**src/rtl/mem_pkg.sv**
```systemverilog
// Shared encodings for the memory-channel stimulus serializer: target codes,
// channel state codes and per-channel beat geometry.
package mem_pkg;

  localparam logic [1:0] TGT_SDRAM = 2'd0;
  localparam logic [1:0] TGT_FLASH = 2'd1;
  localparam logic [1:0] TGT_ROM   = 2'd2;
  localparam logic [1:0] TGT_NONE  = 2'd3;

  localparam logic [0:0] ST_IDLE = 1'b0;
  localparam logic [0:0] ST_SEND = 1'b1;

  localparam int SDRAM_BEATS = 2;
  localparam int FLASH_BEATS = 1;
  localparam int ROM_BEATS   = 4;

  localparam int SDRAM_CHUNK_W = 4;
  localparam int FLASH_CHUNK_W = 8;
  localparam int ROM_CHUNK_W   = 2;

  localparam int SDRAM_OUT_W = 4;
  localparam int FLASH_OUT_W = 8;
  localparam int ROM_OUT_W   = 3;

endpackage

```
**src/rtl/mem_src_chan.sv**
```systemverilog
// One serializer channel: latches a byte, then emits it LSB-chunk first as
// BEATS valid/ready beats of CHUNK_W bits, zero-extended to OUT_W.
module mem_src_chan
  import mem_pkg::*;
#(
  parameter int BEATS   = 2,
  parameter int CHUNK_W = 4,
  parameter int OUT_W   = 4
) (
  input  logic             clk_i,
  input  logic             rst_i,
  input  logic             accept_i,
  input  logic [7:0]       data_i,
  input  logic             ready_i,
  output logic             valid_o,
  output logic [OUT_W-1:0] data_o,
  output logic             busy_o
);

  localparam int IDX_W = (BEATS > 1) ? $clog2(BEATS) : 1;
  localparam logic [IDX_W-1:0] LAST_IDX = IDX_W'(BEATS - 1);
  localparam logic [7:0] CHUNK_MASK = 8'((1 << CHUNK_W) - 1);

  logic [0:0]       state_q, state_d;
  logic [IDX_W-1:0] idx_q, idx_d;
  logic [7:0]       buf_q, buf_d;

  function automatic logic [OUT_W-1:0] sel_beat(input logic [7:0] b,
                                                input logic [IDX_W-1:0] k);
    logic [7:0] chunk;
    chunk = (b >> (CHUNK_W * int'(k))) & CHUNK_MASK;
    return OUT_W'(chunk);
  endfunction

  always_comb begin
    state_d = state_q;
    idx_d   = idx_q;
    buf_d   = buf_q;
    if (state_q == ST_IDLE) begin
      if (accept_i) begin
        buf_d   = data_i;
        idx_d   = '0;
        state_d = ST_SEND;
      end
    end else if (ready_i) begin
      // The last-beat edge always leaves at least one IDLE cycle before reuse.
      if (idx_q == LAST_IDX) begin
        idx_d   = '0;
        state_d = ST_IDLE;
      end else begin
        idx_d = idx_q + IDX_W'(1);
      end
    end
  end

  always_ff @(posedge clk_i or posedge rst_i) begin
    if (rst_i) begin
      state_q <= ST_IDLE;
      idx_q   <= '0;
      buf_q   <= '0;
    end else begin
      state_q <= state_d;
      idx_q   <= idx_d;
      buf_q   <= buf_d;
    end
  end

  assign busy_o  = (state_q == ST_SEND);
  assign valid_o = busy_o;
  assign data_o  = busy_o ? sel_beat(buf_q, idx_q) : '0;

endmodule

```
**src/rtl/mem_src.sv**
```systemverilog
// Stimulus-side serializer: routes tagged bytes to three concurrent channel
// serializers (SDRAM nibbles, flash bytes, ROM 2-bit chunks).
module mem_src
  import mem_pkg::*;
(
  input  logic       clock,
  input  logic       reset,
  input  logic       in_valid,
  input  logic [1:0] in_target,
  input  logic [7:0] in_data,
  output logic       in_ready,
  output logic       sdram_valid,
  output logic [3:0] sdram_data_o,
  input  logic       sdram_ready,
  output logic       flash_valid,
  output logic [7:0] flash_data_o,
  input  logic       flash_ready,
  output logic       rom_valid,
  output logic [2:0] rom_data_o,
  input  logic       rom_ready,
  output logic       drop,
  output logic [2:0] busy
);

  logic tgt_free;
  logic accept;
  logic sdram_busy, flash_busy, rom_busy;
  logic drop_q;

  // in_ready looks at pre-edge state, so a last-beat edge cannot also accept.
  always_comb begin
    tgt_free = 1'b1;
    case (in_target)
      TGT_SDRAM: tgt_free = !sdram_busy;
      TGT_FLASH: tgt_free = !flash_busy;
      TGT_ROM:   tgt_free = !rom_busy;
      default:   tgt_free = 1'b1;
    endcase
  end

  assign in_ready = !reset && tgt_free;
  assign accept   = in_valid && in_ready;

  mem_src_chan #(
    .BEATS  (SDRAM_BEATS),
    .CHUNK_W(SDRAM_CHUNK_W),
    .OUT_W  (SDRAM_OUT_W)
  ) u_sdram (
    .clk_i   (clock),
    .rst_i   (reset),
    .accept_i(accept && (in_target == TGT_SDRAM)),
    .data_i  (in_data),
    .ready_i (sdram_ready),
    .valid_o (sdram_valid),
    .data_o  (sdram_data_o),
    .busy_o  (sdram_busy)
  );

  mem_src_chan #(
    .BEATS  (FLASH_BEATS),
    .CHUNK_W(FLASH_CHUNK_W),
    .OUT_W  (FLASH_OUT_W)
  ) u_flash (
    .clk_i   (clock),
    .rst_i   (reset),
    .accept_i(accept && (in_target == TGT_FLASH)),
    .data_i  (in_data),
    .ready_i (flash_ready),
    .valid_o (flash_valid),
    .data_o  (flash_data_o),
    .busy_o  (flash_busy)
  );

  mem_src_chan #(
    .BEATS  (ROM_BEATS),
    .CHUNK_W(ROM_CHUNK_W),
    .OUT_W  (ROM_OUT_W)
  ) u_rom (
    .clk_i   (clock),
    .rst_i   (reset),
    .accept_i(accept && (in_target == TGT_ROM)),
    .data_i  (in_data),
    .ready_i (rom_ready),
    .valid_o (rom_valid),
    .data_o  (rom_data_o),
    .busy_o  (rom_busy)
  );

  always_ff @(posedge clock or posedge reset) begin
    if (reset) drop_q <= 1'b0;
    else       drop_q <= accept && (in_target == TGT_NONE);
  end

  assign drop = drop_q;
  assign busy = {rom_busy, flash_busy, sdram_busy};

endmodule

```
**config.mk**
```make
export PLATFORM = sky130hd
export DESIGN_NAME = mem_src
export DESIGN_NICKNAME = d
export VERILOG_FILES = /design/src/rtl/mem_pkg.sv /design/src/rtl/mem_src_chan.sv /design/src/rtl/mem_src.sv
export SDC_FILE = /design/constraint.sdc
export NUM_CORES = 1
export LEC_CHECK = 0
export ABC_AREA = 0
export CORE_MARGIN = 2
export CORE_UTILIZATION = 53
export CTS_CLUSTER_SIZE = 14
export DETAILED_ROUTE_END_ITERATION = 12
export PLACE_DENSITY = 0.89
export SYNTH_ARGS = -nofsm -noshare
export SYNTH_HDL_FRONTEND = slang
export SYNTH_HIERARCHICAL = 1
export SYNTH_SLANG_ARGS = --single-unit
```
**constraint.sdc**
```tcl
create_clock -name clock -period 3.86 [get_ports clock]
set_clock_uncertainty 0.1 [all_clocks]
set_input_delay 0.772 -clock clock [delete_from_list [all_inputs] [get_ports clock]]
set_output_delay 0.772 -clock clock [all_outputs]
set_load 0.01 [all_outputs]
```
## After elaboration in Yosys (flattened, before gate mapping)

Index checks and enable logic that the tools add are counted.

| storage, ports and cells | value |
|---|---|
| bits in registers | 32 |
| latch bits | 0 |
| bits in writable memories | 0 |
| ROM bits | 0 |
| output and inout bits | 23 |
| word-level logic and storage cells | 74 |
| memories kept | 0 |

| cells by class | value |
|---|---|
| $add $sub $neg | 3 |
| $mul | 0 |
| div/mod/pow operators | 0 |
| magnitude comparators | 0 |
| eq/ne operators | 7 |
| shift operators | 3 |
| muxes and demuxes | 28 |
| bitwise logic cells | 3 |
| reduce and logical (&&, ||, !) cells | 20 |

Operators with widths:

| cell | count |
|---|---|
| $mux 1 | 20 |
| $reduce_and 2->1 | 6 |
| $mux 2 | 5 |
| $mux 8 | 1 |
| $shr 8x3->2 | 1 |
| $shr 8x3->4 | 1 |
| $shr 8x4->8 | 1 |
| $eq 2x2->1 const B | 3 |
| $logic_and 1x1->1 | 6 |
| $ne 2x2->1 const B | 3 |
| $reduce_bool 2->1 | 3 |
| $logic_not 1->1 | 4 |
| $mux 4 | 1 |
| $not 1->1 | 3 |
| $pmux 1 s3 | 1 |
| $add 1x1->1 const B | 2 |
| $add 2x1->2 const B | 1 |
| $eq 2x1->1 const B | 1 |
| $logic_not 2->1 | 1 |

## Logic depth before layout (Yosys ltp)

| depth | value |
|---|---|
| depth in word-level cells | 7 |
| mapped depth | 5 |

## By module

Netlist, hierarchy kept.

Modules (own cells, without submodules):

| module | instances | cells each | area each (um2) | sequential area each (um2) |
|---|---|---|---|---|
| mem_src_chan (u_rom) | 1 | 38 | 535.5 | 275.3 |
| mem_src_chan (u_sdram) | 1 | 37 | 523.0 | 250.2 |
| mem_src_chan (u_flash) | 1 | 32 | 444.2 | 225.2 |
| mem_src | 1 | 15 | 117.6 | 25.0 |

## Least setup slack after synthesis

No wires, ideal clock.

| path | value |
|---|---|
| path kind | input-to-reg |
| start point | input in_target[1] |
| end point | register u_sdram.buf_q[0] |
| library setup time | 0.125 ns |
| arrival | 1.996 ns |
| required time | 3.635 ns |
| setup slack | 1.638 ns |
| stages on the path | 5 |
| path buffers | 1 |
| cells stage by stage | or3b_1 -> nor3_1 -> nor2b_4 -> buf_6 -> mux2_4 |

| between the ends | value |
|---|---|
| cells in the longest elaborated chain, start to end | 6 |
| elaborated cells on any way between the ends | 8 |
| those cells by class | eq/ne (2); mux (1); reduce/logical (5) |

Ends and longest elaborated chain:

| what | line | text |
|---|---|---|
| start, declared | mem_src.sv:9 | `input logic [1:0] in_target,` |
| $eq 2x2->1 (tied with other cells) | mem_src.sv:33 | `case (in_target)` |
| $pmux 1 s3 | mem_src.sv:33 |  |
| $logic_and 1x1->1 | mem_src.sv:41 | `assign in_ready = !reset && tgt_free;` |
| $logic_and 1x1->1 | mem_src.sv:42 | `assign accept = in_valid && in_ready;` |
| $logic_and 1x1->1 * | mem_src.sv:51 | `.accept_i(accept && (in_target == TGT_SDRAM)),` |
| $reduce_and 2->1 (no source line) * | - |  |
| end signal, assigned | mem_src_chan.sv:64 | `buf_q <= buf_d;` |
| end, declared | mem_src_chan.sv:26 | `logic [7:0] buf_q, buf_d;` |

Mark *: on every way between the ends. The rest lies on a longest branch, timed or not.
A chain may end at the register's enable or synchronous reset.

## Worst setup path after layout

| path | value |
|---|---|
| start point | input in_target[0] |
| end point | output in_ready |

| between the ends | value |
|---|---|
| cells in the longest elaborated chain, start to end | 3 |
| elaborated cells on any way between the ends | 5 |
| those cells by class | eq/ne (2); mux (1); reduce/logical (2) |

Ends and longest elaborated chain:

| what | line | text |
|---|---|---|
| $eq 2x2->1 (tied with other cells) | mem_src.sv:33 |  |
| $pmux 1 s3 * | mem_src.sv:33 |  |
| $logic_and 1x1->1 * | mem_src.sv:41 |  |
| end, declared | mem_src.sv:11 | `output logic in_ready,` |

Marked as above.

==> flow_summary_export.csv <==
group,metric,value,unit
outcome,status,"finished clean",
clocking,cts.hold.buffers_added,0,
power_and_ir_drop,power_frac_comb,0.418,
power_and_ir_drop,power.density_cell_area,730,nW/um^2
layout,antenna_cells,0,
worst_setup_path,critical_path.reg2reg.startpoint,"u_rom/busy_o$_DFF_PP0_",
clocking,cts_setup_buffers,0,
synthesis,synth_seq_cells,31,
synthesis,ys_seq_area_frac,0.479,
power_and_ir_drop,sequential_fraction_of_design_power,0.436,
route,num_vias,1012,
power_and_ir_drop,cellLeakagePower,0.892,nW
route,route.met3.wl,175,microns
worst_setup_path,critical_path_arrival,2.22,ns
layout,design_area,2000,sq um
floorplanning,design.die.area,3520,sq um
power_and_ir_drop,power.clock.fraction,0.145,
route,route.detailed.wl_per_inst,16.4,microns
synthesis,synthesis.nets,139,
route,first_pass_iters,4,
timing,max-slew-margin-rel,0.543,
hold_path,hold_depth,1,
global_route,grt_pass1_wl,5.00,mm
global_route,first_global_vias,1066,
global_route,largest_net_degree_at_the_start_of_global_routing,16,
floorplanning,io_pins,39,
route,detail_route.wirelength.met1,1.28,mm
worst_setup_path,worst_flop_to_flop_path_endpoint,"u_rom/buf_q[0]$_DFFE_PP0P_",
worst_setup_path,crit_path_required_time,2.99,ns
floorplanning,core_region_area,2980,sq um
worst_setup_path,setup.reg_to_reg.worst_slack,1.77,ns
hold_path,hold_path_startpoint,"u_rom/buf_q[3]$_DFFE_PP0P_",
worst_setup_path,cp-start-kind,"primary input",
placed_design,place_area,1930,sq um
timing,timing.final.hold_violations,0,
worst_setup_path,endpoint_kind,"output pin",
placed_design,routabilityCongestion,0.714,
layout,fillerInstances,222,
clocking,cts_tree,"done",
synthesis,syn-instance-count,122,
clocking,cts-buffers-inserted,5,
placed_design,dp_hpwl,2.29,mm
power_and_ir_drop,total_switching_power,0.449,mW
floorplanning,starting_utilization_of_the_core_area,0.544,
timing,finalSetupTns,0,ns
timing,finalSetupViolations,0,
timing,period_needed,3.09,ns
layout,area_growth_syn_to_layout,23.2,%
power_and_ir_drop,internal_power,1.01,mW
floorplanning,die_outline_width,59.3,microns
timing,max_fclk,324,MHz
synthesis,area_of_the_mapped_netlist,1620,sq um
route,totalWireLength,3.05,mm
route,number_of_antenna_violating_nets_in_the_routed_design,0,
timing,timing.final.crit_share,0.800,
route,top_layer,"met4",
worst_setup_path,worstRegToRegCells,3,
timing,rsz0062_at_grt,"false",
placed_design,io_buffers,37,
synthesis,synth-warning-count,6,
layout,num-nets-final,169,
synthesis,synthesis.area_per_instance,13.3,sq um
synthesis,yosys.cell_types.count,25,
clocking,cts.htree.levels,2,
layout,post_route_cells_drive_above_1_share,0.229,
hold_path,holdPathEnd,"u_rom/buf_q[3]$_DFFE_PP0P_",
floorplanning,floorplan.die.height,59.3,microns
clocking,worst_setup_hold_path_clk_slew,0.08,ns
clocking,post_cts.resized_instances,0,
global_route,antenna_found_initial,0,
timing,worst-slew-pin-transition,0.684,ns
global_route,global_route.overflow_total,0,
clocking,numClockSinks,31,
route,drc,0,
hold_path,hold_path.class,"reg2reg",
clocking,ctsLongestPathBuffers,2,
global_route,global_route_usage_sum,0.195,
route,total_length_of_routed_met2_wires,1.56,mm
run,timing.max_cap.violations,0,
worst_setup_path,worst-setup-path-type,"in2out",
clocking,clock_insertion_delay_worst_skew,0.32,ns
power_and_ir_drop,swShare,0.308,
route,drt_iter0_drc,88,
timing,drv_slew,0,
floorplanning,floorplan.rows,20,
route,avgViaCountPerCell,5.44,
worst_setup_path,worst_path_maximum_fanout,5,
power_and_ir_drop,worst_ir_drop_vdd,0.369,mV
clocking,ctsRootBufferMaster,"sky130_fd_sc_hd__clkbuf_4",
-- registers in the layout, indices dropped and copies added, names as in the netlist --
register and flops:
u_sdram/idx_q 1, u_rom/buf_q 8, u_flash/buf_q 8, u_sdram/buf_q 8
drop 1, u_rom/busy_o 1, u_rom/idx_q 2, u_sdram/busy_o 1
u_flash/busy_o 1
-- layer usage --
metal / GRT usage / vias to the layer above
li1: - / 467
met1: 0.245 / 496
met2: 0.323 / 45
met3: 0.0524 / 4
met4: 0.0682 / 0
met5: 0 / -
-- worst max path at each step --
| stage | startpoint | endpoint | slack (ns) |
|---|---|---|---|
| 6_report | in_target[0] | in_ready | 0.77 |
| 2_1_floorplan | in_target[1] | u_sdram/buf_q[0]$_DFFE_PP0P_ | 1.64 |
| 5_1_grt | in_target[0] | in_ready | 0.74 |
| 3_5_place_dp | in_target[0] | in_ready | 0.79 |
| 4_1_cts | in_target[0] | in_ready | 0.78 |
| 3_3_place_gp | in_target[0] | in_ready | 0.81 |
-- power by group through the flow --
| stage | registers, mW | logic [mW] | clock network [mW] |
|---|---|---|---|
| final | 0.636 | 0.609 | 0.212 |
| after global routing | 0.660 | 0.652 | 0.236 |
| after CTS | 0.635 | 0.614 | 0.219 |
| after detailed placement | 0.640 | 0.610 | 0 |
| after global placement | 0.625 | 0.594 | 0 |
| after floorplan | 0.557 | 0.481 | 0 |
-- synthesized netlist by cell type --
master / instances / area (sq um)
sky130_fd_sc_hd__mux2_2: 10 / 113
sky130_fd_sc_hd__mux2i_1: 7 / 70.1
sky130_fd_sc_hd__nor2b_4: 2 / 27.5
sky130_fd_sc_hd__a22o_1: 1 / 8.76
sky130_fd_sc_hd__inv_1: 5 / 18.8
sky130_fd_sc_hd__nor3_1: 3 / 15.0
sky130_fd_sc_hd__or3b_1: 1 / 8.76
sky130_fd_sc_hd__mux4_1: 2 / 52.6
sky130_fd_sc_hd__a31oi_1: 2 / 12.5
sky130_fd_sc_hd__nand2_1: 1 / 3.75
sky130_fd_sc_hd__ha_1: 1 / 12.5
sky130_fd_sc_hd__buf_6: 3 / 33.8
sky130_fd_sc_hd__and2_1: 10 / 62.6
sky130_fd_sc_hd__buf_2: 3 / 15.0
sky130_fd_sc_hd__mux2_4: 16 / 240
sky130_fd_sc_hd__dfrtp_1: 31 / 776
sky130_fd_sc_hd__nor2b_1: 5 / 31.3
sky130_fd_sc_hd__buf_4: 7 / 52.6
sky130_fd_sc_hd__nand3b_1: 2 / 15.0
sky130_fd_sc_hd__nor2_1: 5 / 18.8
sky130_fd_sc_hd__conb_1: 1 / 3.75
sky130_fd_sc_hd__clkbuf_1: 1 / 3.75
sky130_fd_sc_hd__a32o_1: 1 / 10.0
sky130_fd_sc_hd__a21oi_1: 1 / 5.00
sky130_fd_sc_hd__o211a_1: 1 / 10.0
-- cell families (layout without fill, tap and decap cells) --
kind of cell / after synthesis / count (layout) / synth area share
flip-flops: 31 / 31 / 0.479
other: 1 / 1 / 0.00231
multiplexers: 35 / 35 / 0.293
AO/OA/AOI/OAI: 6 / 6 / 0.0286
AND/OR/NAND/NOR: 29 / 29 / 0.113
buffers and inverters: 19 / 50 / 0.0764
adder cells (fa/ha/maj): 1 / 1 / 0.00772
-- layout by cell type (no fill, tap or decap), types with 2 or more instances in the layout --
cell / count
sky130_fd_sc_hd__nor2b_4: 2
sky130_fd_sc_hd__nor2b_1: 5
sky130_fd_sc_hd__nor3_1: 3
sky130_fd_sc_hd__clkbuf_4: 5
sky130_fd_sc_hd__nand3b_1: 2
sky130_fd_sc_hd__dfrtp_1: 31
sky130_fd_sc_hd__mux2_2: 10
sky130_fd_sc_hd__nor2_1: 5
sky130_fd_sc_hd__mux4_1: 2
sky130_fd_sc_hd__mux2_4: 16
sky130_fd_sc_hd__a31oi_1: 2
sky130_fd_sc_hd__and2_1: 10
sky130_fd_sc_hd__inv_1: 5
sky130_fd_sc_hd__mux2i_1: 7
sky130_fd_sc_hd__clkdlybuf4s50_1: 37
sky130_fd_sc_hd__clkbuf_8: 2
-- through the flow --
| step | power [mW] | std cells | util | hold WS (ns) | setup slack [ns] |
|---|---|---|---|---|---|
| 2_1_floorplan | 1.04 | 122 | - | 0.372 | 1.64 |
| 3_3_place_gp | 1.22 | 178 | 0.647 | 0.384 | 0.807 |
| 3_5_place_dp | 1.25 | 178 | 0.647 | 0.393 | 0.793 |
| 4_1_cts | 1.47 | 186 | 0.670 | 0.414 | 0.777 |
| 5_1_grt | 1.55 | 186 | 0.670 | 0.433 | 0.736 |
| 6_report | 1.46 | 186 | 0.670 | 0.410 | 0.771 |
-- critical path, cell delays in order --
cell,delay (ns)
sky130_fd_sc_hd__clkdlybuf4s50_1,0.56
sky130_fd_sc_hd__mux2i_1,0.21
sky130_fd_sc_hd__o211a_1,0.15
sky130_fd_sc_hd__clkdlybuf4s50_1,0.52
-- final cells by class --
type / instances / area [sq um] / share of cell area
Clock buffer: 8 / 68.8 / 0.0345
Sequential cell: 31 / 776 / 0.389
Inverter: 5 / 18.8 / 0.00940
Multi-Input combinational cell: 72 / 721 / 0.361
Timing Repair Buffer: 37 / 370 / 0.186
Tap cell: 33 / 41.3 / 0.0207
Power figures use the tool's default switching activity.
